**src/rtl/serial_subtractor.sv**
```systemverilog
// serial_subtractor: bit-serial, LSB-first unsigned subtractor.
// Computes D = (A - B - Bin) mod 2^WIDTH and Bout = (A < B + Bin), one
// full-subtractor step per clock, and pulses Done when the result is ready.
//
//   state | meaning
//   ------+-----------------------------------------------------------------
//   IDLE  | waiting for Start; operands are latched on the accepting edge
//   SHIFT | one bit per edge, LSB first; leaves after bit WIDTH-1
//   DONE  | D/Bout hold the new result; Done is high for this single cycle
module serial_subtractor #(
  parameter int WIDTH = 8
) (
  input  logic             CLK,
  input  logic             RST,
  input  logic             Start,
  input  logic [WIDTH-1:0] A,
  input  logic [WIDTH-1:0] B,
  input  logic             Bin,
  output logic             Busy,
  output logic             Done,
  output logic [WIDTH-1:0] D,
  output logic             Bout
);

  // The counter has to hold WIDTH itself, because it is incremented on the
  // last bit too; sizing it for WIDTH+1 values means it never wraps.
  localparam int              CW   = $clog2(WIDTH + 1);
  localparam logic [CW-1:0]   LAST = CW'(WIDTH - 1);

  typedef enum logic [1:0] {
    IDLE  = 2'd0,
    SHIFT = 2'd1,
    DONE  = 2'd2
  } state_t;

  state_t           state;
  logic [WIDTH-1:0] a_sr;
  logic [WIDTH-1:0] b_sr;
  logic [WIDTH-1:0] r_sr;
  logic             br;
  logic [CW-1:0]    cnt;

  logic             a_i;
  logic             b_i;
  logic             d_i;
  logic             br_next;
  logic [WIDTH-1:0] r_next;

  // Full-subtractor cell on the current LSBs plus the next result image.
  always_comb begin
    a_i     = a_sr[0];
    b_i     = b_sr[0];
    d_i     = a_i ^ b_i ^ br;
    br_next = (~a_i & b_i) | (~(a_i ^ b_i) & br);
    r_next  = {d_i, r_sr[WIDTH-1:1]};
  end

  // Sequencer: operand/result shifting, bit count and registered outputs.
  // D and Bout only change on the final SHIFT edge, so no partial result is
  // ever visible on them.
  always_ff @(posedge CLK) begin
    if (RST) begin
      state <= IDLE;
      a_sr  <= '0;
      b_sr  <= '0;
      r_sr  <= '0;
      br    <= 1'b0;
      cnt   <= '0;
      D     <= '0;
      Bout  <= 1'b0;
      Busy  <= 1'b0;
      Done  <= 1'b0;
    end else begin
      case (state)
        IDLE: begin
          Done <= 1'b0;
          if (Start) begin
            a_sr  <= A;
            b_sr  <= B;
            br    <= Bin;
            r_sr  <= '0;
            cnt   <= '0;
            Busy  <= 1'b1;
            state <= SHIFT;
          end
        end

        SHIFT: begin
          a_sr <= a_sr >> 1;
          b_sr <= b_sr >> 1;
          r_sr <= r_next;
          br   <= br_next;
          cnt  <= cnt + CW'(1);
          if (cnt == LAST) begin
            D     <= r_next;
            Bout  <= br_next;
            Done  <= 1'b1;
            state <= DONE;
          end
        end

        DONE: begin
          Done  <= 1'b0;
          Busy  <= 1'b0;
          state <= IDLE;
        end

        default: begin
          Done  <= 1'b0;
          Busy  <= 1'b0;
          state <= IDLE;
        end
      endcase
    end
  end

endmodule

```
**config.mk**
```make
export PLATFORM = sky130hd
export DESIGN_NAME = serial_subtractor
export DESIGN_NICKNAME = d
export VERILOG_FILES = /design/src/rtl/serial_subtractor.sv
export SDC_FILE = /design/constraint.sdc
export NUM_CORES = 1
export LEC_CHECK = 0
export BUFFER_PORTS_ARGS = -buffer_cell sky130_fd_sc_hd__buf_2
export CORE_MARGIN = 1
export CORE_UTILIZATION = 39
export CTS_CLUSTER_DIAMETER = 40
export DETAILED_ROUTE_END_ITERATION = 16
export HOLD_SLACK_MARGIN = 0.12
export PLACE_DENSITY = 0.56
export SYNTH_ARGS = -nofsm -noshare
export SYNTH_HDL_FRONTEND = slang
export SYNTH_SLANG_ARGS = --single-unit
```
**constraint.sdc**
```tcl
create_clock -name CLK -period 2.3 [get_ports CLK]
set_clock_uncertainty 0.1 [all_clocks]
set_input_delay 0.115 -clock CLK [delete_from_list [all_inputs] [get_ports CLK]]
set_output_delay 0.115 -clock CLK [all_outputs]
set_load 0.005 [all_outputs]
```
==> impl_metrics.toml, run 1 <==
[pwr]
finalPower_w = 0.001606
p_per_area_nw_per_um2 = 751.5
leakagePower_nw = 0.8477
ir_drop_uv = 501.1

[global_routing]
overflow = 0
grt_max_degree = 25
track_usage_pct = 15.98
grt_pass1_wl_um = 6189
grt_pass1_vias = 1387
antenna_found_initial = 0

[timing]
slew_viol_final = 0
min_period_ps = 1691
clock.fmax_ghz = 0.5914
worstMarginPinSlew_ps = 653.3
period_share_pct = 73.52
slew_headroom_pct = 56.45
setup_violations = 0
rsz0062_at_grt = "no"
finalHoldViolCount = 0
fin_tns_setup_ps = 0

[worst_hold_path]
holdPathEnd = "a_sr[4]$_SDFFE_PP0P_"
hold_path_depth = 4
worstHoldPathType = "input port to register"
min_from = "A[4]"

[detailed_routing]
postRouteAntennaNets = 0
viasPerCell = 5.380
drt_pass1_iterations = 4
drc_errors = 0
via_count = 1431
drt_iter0_markers = 39
routed_wl_um = 3698
wl_per_cell_um = 13.90

[setup_path]
startpoint_type = "register"
endpoint_kind = "register"
cp.arrival_ps = 1780
reg2regPathDepth = 3
path_class = "register to register"
reg2reg_to = "br$_SDFFE_PP0P_"
regToRegStartpoint = "state[1]$_SDFFE_PP0P_"
critPathMaxFanout = 16
rrSetupSlack_ps = 610
required_ps = 2390

[synthesis]
synthCells = 181
seq_area_frac_synth_pct = 45.87
synth_edf_count = 0
synth.distinct_cells = 38
synth-main-ff-cell = "dfxtp_1"
synth_area_per_cell_um2 = 9.885
yosys.area.top_type = "dfxtp_1"
synth.area.top_cells = "dfxtp_1, a211oi_2, nor2_1"
yosysTopAreaCellShare_pct = 45.87
syn_area_um2 = 1789
async_flop_share_pct = 0
yosys_warnings = 0
ys_ff_latch = 41
syn-num-nets = 203

[floorplan]
ios = 31
dieArea_um2 = 4862
fp.dieH_um = 69.73
fp-row-count = 24
core_um2 = 4384
die_x_um = 69.73
start_util_pct = 40.81

[clock_tree]
ctsLongestPathBuffers = 2
cts-buffers-inserted = 5
cts.clk_slew.worst_paths_ps = 80
cts_root_buf = "clkbuf_8"
cts_num_sinks = 41
clk_latency_ps = 290
cts_tree = "yes"
h-tree-depth = 2
cts-resized-gates = 0

[final_layout]
syn2layout_area_growth_pct = 19.44
mostFrequentLayoutCells = "dfxtp_1, buf_2, nor2_1, nand3_1, a21oi_1"
nNetsFinal = 235
fill_cells = 445
drive_above_1_share_pct = 26.17
num_antenna_cells = 0
layout_commonest_cell = "dfxtp_1"
fin_cells = 266

[placed_design]
dp.cells = 250
portBuffers = 30
dp_hpwl_um = 2508
gp_congestion = 0.7368

[job]
max_cap_viol_count = 0

[run_status]
status = "complete, no violations"
==> per-layer routing <==
metal,vias to the layer above,global-route usage (%),wire length [um]
met1,675,19.09,1658
met5,-,0,0
met4,0,4.667,44
met2,25,27.83,1880
li1,726,-,-
met3,5,4.506,113
==> worst max-delay path by stage <==
stage	end	startpoint	slack, ps	cells past startpoint
3_5_place_dp	br$_SDFFE_PP0P_	state[1]$_SDFFE_PP0P_	580	3
3_3_place_gp	br$_SDFFE_PP0P_	state[1]$_SDFFE_PP0P_	660	3
6_report	br$_SDFFE_PP0P_	state[1]$_SDFFE_PP0P_	610	3
4_1_cts	br$_SDFFE_PP0P_	state[1]$_SDFFE_PP0P_	560	3
2_1_floorplan	Bout$_SDFFE_PP0P_	cnt[0]$_SDFFE_PP0P_	960	5
5_1_grt	br$_SDFFE_PP0P_	state[1]$_SDFFE_PP0P_	460	3
==> where the power goes <==
group / total (W) / internal (W) / switching, W / leakage [nW]
Combinational: 0.000172 / 0.0000757 / 0.0000965 / 0.444
Sequential: 0.000761 / 0.000742 / 0.0000182 / 0.335
Clock: 0.000673 / 0.000431 / 0.000242 / 0.0681
Total: 0.00161 / 0.00125 / 0.000357 / 0.848
==> worst max-delay path, cell delays in order (launching register included) <==
cell       delay (ps)
dfxtp_1           400
o21ba_1           680
nor2_1            110
a2111oi_2         290
==> final cells by class <==
class / count / area [um^2] / area share [%]
well taps: 52 / 65.06 / 3.044
clock buffers: 5 / 68.82 / 3.220
flip-flops and latches: 41 / 820.8 / 38.41
clock inverters: 3 / 65.06 / 3.044
multi-input cells: 119 / 845.8 / 39.58
inverters: 5 / 18.77 / 0.8782
repair buffers: 41 / 252.7 / 11.83
==> Yosys cell counts (2+ instances only) <==
| cell type | instances |
|---|---|
| nand3_1 | 10 |
| nor2_1 | 27 |
| a211oi_1 | 6 |
| dfxtp_1 | 41 |
| a22o_1 | 8 |
| a2111oi_2 | 2 |
| a21oi_1 | 10 |
| buf_6 | 3 |
| a22oi_1 | 2 |
| o2bb2ai_1 | 9 |
| a21bo_1 | 8 |
| buf_2 | 5 |
| o22ai_1 | 5 |
| a211oi_2 | 9 |
| inv_1 | 4 |
| nand2_1 | 4 |
| buf_4 | 4 |
| clkbuf_1 | 4 |
==> sequential cells by signal (all words and copies together) (netlist names) <==
name and flops:
cnt 4, Busy 1, b_sr 8, Bout 1
br 1, Done 1, a_sr 8, state 2
D 8, r_sr 7
==> per-stage QoR <==
step | hold WS (ps) | instance area (um^2) | setup WS, ps | utilization (%)
global route | 161.9 | 2137 | 456.8 | 48.74
detailed placement | 280.1 | 1923 | 581.7 | 43.86
global placement | 256.4 | 1923 | 662.3 | 43.86
finish | 142.9 | 2137 | 609.0 | 48.74
floorplan | 163.3 | 1789 | 961.1 | -
CTS | 138.1 | 2137 | 559.2 | 48.74
==> repair_timing <==
| item | CTS | global route |
|---|---|---|
| hold buffers | 8 | 0 |
| endpoints found under the hold margin | 8 | 0 |
| buffers inserted | 0 | 0 |
==> cells by family after synthesis <==
logic type | Yosys count | synth area share (%)
AOI/OAI and AO/OA | 66 | 31.96
adders and majority gates | 2 | 1.818
buffers and inverters | 21 | 6.852
and+or+nand+nor | 51 | 13.50
DFF | 41 | 45.87
(Power assumes the default switching activity.)
==> run 2, diff against run 1 <==
--- a/config.mk
+++ b/config.mk
@@ -5,6 +5,7 @@
 export SDC_FILE = /design/constraint.sdc
 export NUM_CORES = 1
 export LEC_CHECK = 0
+export ABC_AREA = 1
 export BUFFER_PORTS_ARGS = -buffer_cell sky130_fd_sc_hd__buf_2
 export CORE_MARGIN = 1
 export CORE_UTILIZATION = 39
==> constraint.sdc (replaced) <==
create_clock -name CLK -period 1.7 [get_ports CLK]
set_clock_uncertainty 0.1 [all_clocks]
set_input_delay 0.085 -clock CLK [delete_from_list [all_inputs] [get_ports CLK]]
set_output_delay 0.085 -clock CLK [all_outputs]
set_load 0.005 [all_outputs]
==> impl_metrics.toml, run 2 <==
[detailed_routing]
routed_wl_um = 3775
viasPerCell = 4.474
postRouteAntennaNets = 0
wl_per_cell_um = 10.46
drt_iter0_markers = 93
drt_pass1_iterations = 4
via_count = 1615
drc_errors = 0

[setup_path]
slowest_delay_ps = 360
reg2regPathDepth = 6
rrSetupSlack_ps = 220
regToRegStartpoint = "cnt[0]$_SDFFE_PP0P_"
startpoint_type = "register"
endpoint_kind = "register"
crit_chain = "ha_1 -> nand2_1 -> nor2_1 -> nand2_1 -> nor2_1 -> nor2_1"
critPathMaxFanout = 11
crit_path_frequent_cell = "nor2_1"
path_class = "register to register"
critPathLaunch = "cnt[0]$_SDFFE_PP0P_"
crit_slowest_cell = "dfxtp_1"
endpoint = "D[1]$_SDFFE_PP0P_"
required_ps = 1780
cp.arrival_ps = 1560
reg2reg_to = "D[1]$_SDFFE_PP0P_"

[job]
max_cap_viol_count = 0

[timing]
min_period_ps = 1476
slew_headroom_pct = 76.83
setup_slack_ps = 223.7
setup_violations = 0
period_share_pct = 86.84
finalHoldViolCount = 0
clock.fmax_ghz = 0.6774
slew_viol_final = 0
worstMarginPinSlew_ps = 346.7
rsz0062_at_grt = "no"
fin_tns_setup_ps = 0

[synthesis]
synth.distinct_cells = 19
synth_area_per_cell_um2 = 6.853
yosys_warnings = 0
ys_ff_latch = 41
synth_most_common_cell = "nand2_1"
yosysTopAreaCellShare_pct = 46.43
synth_edf_count = 0
synthCells = 258
syn_area_um2 = 1768
synth-main-ff-cell = "dfxtp_1"
async_flop_share_pct = 0
synth_common_cells = "nand2_1, nor2_1, dfxtp_1"
synth.area.top_cells = "dfxtp_1, nand2_1, nor2_1"
seq_area_frac_synth_pct = 46.43
syn-num-nets = 280
yosys.area.top_type = "dfxtp_1"

[floorplan]
dieArea_um2 = 4807
die_x_um = 69.33
ios = 31
fp.dieH_um = 69.33
fp-row-count = 24
start_util_pct = 40.60
core_um2 = 4354

[global_routing]
overflow = 0
grt_pass1_vias = 1479
antenna_found_initial = 0
grt_pass1_wl_um = 6513
grt_max_degree = 17
track_usage_pct = 16.82

[placed_design]
dp.cells = 336
dp_hpwl_um = 2536
pre_cts_ws_ps = 237.8
gp_congestion = 0.7111
portBuffers = 30

[pwr]
power_report.internal_total_w = 0.001548
power_frac_comb_pct = 13.4
p_clk_share_pct = 36.3
seq_power_share_pct = 50.3
finalPower_w = 0.002038
p_per_area_nw_per_um2 = 903.8
leakagePower_nw = 1.173
p_sw_share_pct = 24.02
ir_drop_uv = 583.5
p_switching_w = 0.0004895

[clock_tree]
h-tree-depth = 2
cts_tree = "yes"
ctsLongestPathBuffers = 2
clk_latency_ps = 280
cts_num_sinks = 41
cts.clk_slew.worst_paths_ps = 80
postCtsSetupBuffers = 0
cts-buffers-inserted = 5
cts_root_buf = "clkbuf_8"

[run_status]
status = "complete, no violations"

[final_layout]
layout_commonest_cell = "nand2_1"
nNetsFinal = 331
mostFrequentLayoutCells = "nand2_1, nor2_1, dfxtp_1, buf_2, inv_1"
drive_above_1_share_pct = 16.50
fin_util_pct = 51.78
syn2layout_area_growth_pct = 27.53
fin_cells = 361
num_antenna_cells = 0
reg_top3 = "D (8), a_sr (8), b_sr (8)"
fill_cells = 444

[worst_hold_path]
worstHoldPathType = "input port to register"
==> run 2: cell type report <==
type	instances	area, um^2	share of cell area [%]
timing repair buffer	56	390.4	17.31
sequential	41	820.8	36.40
clock inverter	2	35.03	1.554
tap	52	65.06	2.886
clock buffer	5	68.82	3.052
multi-input combinational	175	762.0	33.80
inverter	30	112.6	4.994
==> run 2: stage by stage <==
stage / hold slack [ps] / area, um^2
floorplan: 130.3 / 1768
global placement: 245.6 / 1971
detailed placement: 250.6 / 1971
CTS: 197.7 / 2255
global route: 223.5 / 2255
finish: 209.5 / 2255
==> run 2: power groups by stage <==
stage / sequential [W] / clock [W] / combinational [W]
CTS: 0.00102 / 0.000766 / 0.000274
detailed placement: 0.00105 / 0 / 0.000242
finish: 0.00102 / 0.000741 / 0.000273
global route: 0.00103 / 0.000799 / 0.000309
global placement: 0.00105 / 0 / 0.000244
floorplan: 0.00104 / 0 / 0.000174
==> run 2: layer usage <==
layer  global-route usage (%)  routed length, um  vias to the layer above
li1                         -                  -                      893
met1                    20.50               1836                      699
met2                    29.45               1840                       21
met3                    3.924                 82                        2
met4                    4.762                 16                        0
met5                        0                  0                        -
==> run 2: what timing repair did <==
item / 4_1_cts / 5_1_grt
gates resized for setup: 0 / 0
hold buffers: 18 / 0
endpoints found under the hold margin: 24 / 0
==> run 2: logic make-up (layout without fill, tap and decap cells) <==
logic type,Yosys count,in the layout,synth area share [%]
flip-flops,41,41,46.43
buffers and inverters,42,93,10.47
AO/OA/AOI/OAI,18,18,5.661
adder cells (fa/ha/maj),2,2,1.840
AND/OR/NAND/NOR,155,155,35.60
==> run 2: how the worst min path moves through the flow <==
stage                     startpoint                   end  slack, ps  depth (start not counted)
after detailed placement        B[7]  b_sr[7]$_SDFFE_PP0P_        250                          3
after global placement          A[7]  a_sr[7]$_SDFFE_PP0P_        250                          3
after global routing           Start  a_sr[1]$_SDFFE_PP0P_        220                          5
after CTS                      Start  a_sr[4]$_SDFFE_PP0P_        200                          5
final                          Start  b_sr[5]$_SDFFE_PP0P_        210                          5
after floorplan                 A[7]  a_sr[7]$_SDFFE_PP0P_        130                          2
==> run 2: worst max-delay path: cells and delay by family (launching register included) <==
| kind | cells | cell delay [ps] |
|---|---|---|
| AND/OR/NAND/NOR | 5 | 730 |
| adder cells (fa/ha/maj) | 1 | 190 |
| flip-flops | 1 | 360 |
